[config.mk]
export PLATFORM = sky130hd
export DESIGN_NAME = icache_refill_ctrl
export DESIGN_NICKNAME = d
export VERILOG_FILES = /design/src/rtl/icache_refill_ctrl.sv
export SDC_FILE = /design/constraint.sdc
export NUM_CORES = 2
export LEC_CHECK = 0
export CAP_MARGIN = 20
export CORE_MARGIN = 8
export CORE_UTILIZATION = 56
export DETAILED_ROUTE_END_ITERATION = 10
export PLACE_DENSITY_LB_ADDON = 0.08
export SLEW_MARGIN = 20
export SYNTH_ARGS = -nofsm -noshare
export SYNTH_HDL_FRONTEND = slang
export SYNTH_SLANG_ARGS = --single-unit
[constraint.sdc]
create_clock -name clk_in -period 4.23 [get_ports clk_in]
set_input_delay 0.6345 -clock clk_in [delete_from_list [all_inputs] [get_ports clk_in]]
set_output_delay 0.6345 -clock clk_in [all_outputs]
set_load 0.01 [all_outputs]
[src/rtl/icache_refill_ctrl.sv]
// Direct-mapped instruction cache controller: same-cycle hits from a combinational
// data array, word-by-word line refill over a req/ready handshake, flush and counters.
module icache_refill_ctrl #(
    parameter int ADDR_W     = 32,
    parameter int LINE_WORDS = 4,
    parameter int NUM_LINES  = 16
) (
    input  logic              clk_in,
    input  logic              reset,
    input  logic              cpu_req,
    input  logic [ADDR_W-1:0] cpu_addr,
    output logic [31:0]       cpu_inst,
    output logic              cpu_stall,
    input  logic              flush,
    output logic              mem_req,
    output logic [ADDR_W-1:0] mem_addr,
    input  logic              mem_ready,
    input  logic [31:0]       mem_rdata,
    output logic [31:0]       hit_cnt,
    output logic [31:0]       miss_cnt
);

    localparam int OFF_W = $clog2(LINE_WORDS);
    localparam int IDX_W = $clog2(NUM_LINES);
    localparam int TAG_W = ADDR_W - 2 - OFF_W - IDX_W;
    localparam int DEPTH = NUM_LINES * LINE_WORDS;

    typedef enum logic [1:0] {
        S_IDLE,
        S_REFILL,
        S_FLUSH
    } state_t;

    state_t               state_q, state_d;
    logic [NUM_LINES-1:0] valid_q, valid_d;
    logic                 mem_req_q, mem_req_d;
    logic [ADDR_W-1:0]    mem_addr_q, mem_addr_d;
    logic [OFF_W-1:0]     wcnt_q, wcnt_d;
    logic                 pend_q, pend_d;
    logic [IDX_W-1:0]     fill_idx_q, fill_idx_d;
    logic [TAG_W-1:0]     fill_tag_q, fill_tag_d;
    logic [31:0]          hit_cnt_q, hit_cnt_d;
    logic [31:0]          miss_cnt_q, miss_cnt_d;

    logic [31:0]          data_mem [DEPTH];
    logic [TAG_W-1:0]     tag_mem  [NUM_LINES];

    logic [OFF_W-1:0]     req_off;
    logic [IDX_W-1:0]     req_idx;
    logic [TAG_W-1:0]     req_tag;
    logic [OFF_W-1:0]     wcnt_inc;
    logic                 last_word;
    logic                 hit;
    logic                 data_we;
    logic                 tag_we;
    logic                 unused_addr_lsb;

    assign req_off   = cpu_addr[OFF_W+1:2];
    assign req_idx   = cpu_addr[OFF_W+IDX_W+1:OFF_W+2];
    assign req_tag   = cpu_addr[ADDR_W-1:ADDR_W-TAG_W];
    assign wcnt_inc  = wcnt_q + OFF_W'(1);
    assign last_word = (wcnt_q == OFF_W'(LINE_WORDS - 1));
    assign unused_addr_lsb = ^cpu_addr[1:0];

    assign hit       = (state_q == S_IDLE) & cpu_req & valid_q[req_idx]
                       & (tag_mem[req_idx] == req_tag);
    assign cpu_inst  = hit ? data_mem[{req_idx, req_off}] : 32'd0;
    assign cpu_stall = (cpu_req & ~hit) | (state_q != S_IDLE);

    assign mem_req   = mem_req_q;
    assign mem_addr  = mem_addr_q;
    assign hit_cnt   = hit_cnt_q;
    assign miss_cnt  = miss_cnt_q;

    always_comb begin
        state_d    = state_q;
        valid_d    = valid_q;
        mem_req_d  = mem_req_q;
        mem_addr_d = mem_addr_q;
        wcnt_d     = wcnt_q;
        pend_d     = pend_q;
        fill_idx_d = fill_idx_q;
        fill_tag_d = fill_tag_q;
        miss_cnt_d = miss_cnt_q;
        data_we    = 1'b0;
        tag_we     = 1'b0;
        hit_cnt_d  = (hit && hit_cnt_q != 32'hFFFF_FFFF) ? hit_cnt_q + 32'd1 : hit_cnt_q;

        case (state_q)
            S_IDLE: begin
                // Flush takes priority over a simultaneous miss.
                if (flush) begin
                    valid_d = '0;
                    state_d = S_FLUSH;
                end else if (cpu_req && !hit) begin
                    fill_idx_d       = req_idx;
                    fill_tag_d       = req_tag;
                    wcnt_d           = '0;
                    valid_d[req_idx] = 1'b0;
                    mem_req_d        = 1'b1;
                    mem_addr_d       = {req_tag, req_idx, {OFF_W{1'b0}}, 2'b00};
                    if (miss_cnt_q != 32'hFFFF_FFFF) begin
                        miss_cnt_d = miss_cnt_q + 32'd1;
                    end
                    state_d = S_REFILL;
                end
            end
            S_REFILL: begin
                if (flush) begin
                    pend_d = 1'b1;
                end
                if (mem_ready) begin
                    data_we    = 1'b1;
                    wcnt_d     = wcnt_inc;
                    mem_addr_d = {fill_tag_q, fill_idx_q, wcnt_inc, 2'b00};
                    if (last_word) begin
                        tag_we    = 1'b1;
                        mem_req_d = 1'b0;
                        pend_d    = 1'b0;
                        // A flush seen at any point of the refill leaves the line invalid.
                        if (pend_q || flush) begin
                            state_d = S_FLUSH;
                        end else begin
                            valid_d[fill_idx_q] = 1'b1;
                            state_d             = S_IDLE;
                        end
                    end
                end
            end
            S_FLUSH: begin
                valid_d = '0;
                state_d = S_IDLE;
            end
            default: begin
                state_d = S_IDLE;
            end
        endcase
    end

    always_ff @(posedge clk_in or posedge reset) begin
        if (reset) begin
            state_q    <= S_IDLE;
            valid_q    <= '0;
            mem_req_q  <= 1'b0;
            mem_addr_q <= '0;
            wcnt_q     <= '0;
            pend_q     <= 1'b0;
            fill_idx_q <= '0;
            fill_tag_q <= '0;
            hit_cnt_q  <= '0;
            miss_cnt_q <= '0;
        end else begin
            state_q    <= state_d;
            valid_q    <= valid_d;
            mem_req_q  <= mem_req_d;
            mem_addr_q <= mem_addr_d;
            wcnt_q     <= wcnt_d;
            pend_q     <= pend_d;
            fill_idx_q <= fill_idx_d;
            fill_tag_q <= fill_tag_d;
            hit_cnt_q  <= hit_cnt_d;
            miss_cnt_q <= miss_cnt_d;
        end
    end

    // Data and tag storage are deliberately not reset; the valid bits guard them.
    always_ff @(posedge clk_in) begin
        if (data_we) begin
            data_mem[{fill_idx_q, wcnt_q}] <= mem_rdata;
        end
    end

    always_ff @(posedge clk_in) begin
        if (tag_we) begin
            tag_mem[fill_idx_q] <= fill_tag_q;
        end
    end

endmodule

==> qor.txt <==
Final setup margin - -306 ps
Most frequent cell after synthesis - edfxtp_1
Drc violations - 0
Routed WL per cell - 36.5 um
DRT antenna net count - 0
CP Launch Type - register
HP Class - in -> async
Row count - 154
Cts hold-fix bufs - 0
Clock power share - 40.4%
Post-synth EDFFs - 2432
YS warnings - 0
Design area - 118000 um2
IO Pins - 199
Post-Syn Area per Cell - 21.6 um2
Area leader, netlist - edfxtp_1
Post-synthesis sequential area ratio - 77.0%
Least-Margin Pin Slew - 1160 ps
Die ar. - 191000 um2
Pint - 44.5 mW
Vias per cell - 6.72
Initial core utilization - 56.4%
Max-slew headroom - 22.4%
RePlAce Congestion - 0.892
Final Setup Violations - 33
Max FO, Critical Path - 11
VDD IR-drop max - 0.000468 V
CP required - 3600 ps
Leading register cell type out of synthesis - edfxtp_1
Sw Pwr - 13.0 mW
Reg clk slew, reported paths - 60 ps
Die W - 437 um
NumNets Final - 5483
Fillcell total - 11200
Power Density - 486 nW/um2
Number of port buffers - 194
Worst-case clock buffer depth - 4
Synthesized cell area - 99500 um2
Failing checks - setup timing
WS Path Type - reg -> out
Final slew viol count - 0
Count of final hold-check violations - 0
Core Util, Final - 67.1%
Routed wire length - 291000 um
Worst R2R Start - tag_mem[5][14]
Hold_ws - 161 ps
Post-layout min period - 4540 ps
Combinational fraction of design power - 8.2%
Pre-antenna DRT Iters - 5
FMAX - 220 MHz
Critical path launch point - tag_mem[15][6]
Yosys top cell area share - 73.4%
Via count of the routed design - 53400
Top cells by area, synth - edfxtp_1 (73%), mux4_2 (14%), dfrtp_1 (3.6%)
DP Worst Slack - -1060 ps
Worst Clk Skew - 38.8 ps
Status - complete, but fails checks
Gr usage total - 30.1%
CTS buffer count - 278
DP HPWL - 170000 um
Root buffer cell - clkbuf_16
Net Sw Frac - 22.6%
Placed Area - 109000 um2
H-tree Lvls - 5
Cell variety after synth - 77
Largest net degree at the start of global routing - 74
Leak pwr - 39.0 nW
CTS tree - done
Power Total - 57.5 mW
Global route total overflow - 0
Layout cell share with drive strength beyond 1 - 32.8%
CP arrival - 3900 ps
Synth cell count leaders - edfxtp_1 (2432), mux4_2 (620), nand2_1 (155), dfrtp_1 (142), nor2_1 (135)
Final cycle utilization of the critical path - 107%
Ys async rst share - 5.52%
Clock Latency Late Sink - 930 ps
First-pass GRT wire length - 406000 um
Core area - 176000 um2
Iter 0 DRT Violations - 6944
Area growth, synth to finish - 18.9%
Setup crit end kind - output port
Max-cap violations - 0
Initial antenna violation count - 13
Syn Inst Count - 4602
Reg power frac - 51.5%
RSZ-0062 raised after global routing - true
Yosys reg bits - 2574
Die height - 437 um
Sink Count - 2574
Vias in the first global route - 52700
sequential cells by signal (all words and copies together), names as in the netlist:
name,flops
data_mem,2048
tag_mem,384
hit_cnt,32
miss_cnt,32
mem_addr,29
fill_tag_q,24
valid_q,16
fill_idx_q,4
state_q,2
mem_req,1
pend_q,1
wcnt_q,1
critical path, stage by stage, from the launching register on:
cell      delay (ps)
edfxtp_1         360
mux4_2           480
nand2_1           80
o211ai_1         120
o311a_1          160
or4_1            530
nor4_2           140
buf_4            170
nand4_4          120
buf_12           200
buf_6            150
a21oi_4          300
buf_6            160
kinds of logic (layout without fill, tap and decap cells):
group	after synthesis	after routing	share of synthesized area (%)
mux	809	809	16.1
xor+xnor	81	81	0.713
flops	2574	2574	77.0
buf+inv	266	1267	1.21
fa+ha+maj	6	6	0.0755
simple gates	505	505	2.48
compound gates	360	360	2.45
other cells	1	9	0.00377
final timing paths:
path | to | slack, ps | cells after the start
worst max-delay path | cpu_inst[30] | -310 | 12
min in group clk_in | data_mem[19][18] | 270 | 1
worst max register to register | mem_addr[16] | 730 | 14
worst min register to register | miss_cnt[13] | 490 | 1
max in group asynchronous | valid_q[10] | 3050 | 3
worst min-delay path | hit_cnt[22] | 160 | 2
layout make-up:
cell class | instances | area [um2] | area share (%)
sequential | 2574 | 76600 | 64.8
multi-input combinational | 1763 | 22500 | 19.0
timing repair buffer | 770 | 7550 | 6.39
clock buffer | 352 | 7520 | 6.36
tap | 2340 | 2930 | 2.48
clock inverter | 124 | 1050 | 0.889
inverter | 21 | 82.6 | 0.0698
antenna | 7 | 17.5 | 0.0148
metrics by stage:
step	cells	TNS, ps
6_report	7951	-4710
3_3_place_gp	7463	-44950
4_1_cts	7942	-8070
3_5_place_dp	7463	-43840
2_1_floorplan	4603	0
5_1_grt	7946	-9370
cell usage in the layout, fill, tap and decap left out, types with 115 or more instances in the layout:
cell / n
edfxtp_1: 2432
mux2i_1: 115
mux4_2: 620
buf_12: 121
buf_4: 452
clkbuf_16: 289
clkdlybuf4s50_1: 123
nand2_1: 154
o22ai_1: 132
dfrtp_1: 142
power by group through the flow:
stage / Combinational, mW / Clock, mW / Sequential, mW
floorplan: 2.31 / 0 / 29.9
global placement: 4.62 / 0 / 30.1
detailed placement: 4.67 / 0 / 30.1
CTS: 4.70 / 23.5 / 29.6
global route: 4.97 / 24.3 / 29.7
finish: 4.70 / 23.2 / 29.6
routing by layer:
layer | up-vias | routed length [um] | global-route usage [%]
met3 | 607 | 32500 | 6.43
met1 | 28500 | 109000 | 42.1
met4 | 4 | 11800 | 10.7
met2 | 3382 | 138000 | 47.7
met5 | - | 26 | 0
li1 | 21000 | - | -
repair_timing:
item	4_1_cts	5_1_grt
hold endpoints to repair	0	0
setup endpoints to repair	33	33
gates resized for setup	164	22
cloned	0	0
setup buffers	4	1
pin swaps	5	0
Power figures use the tool's default switching activity.
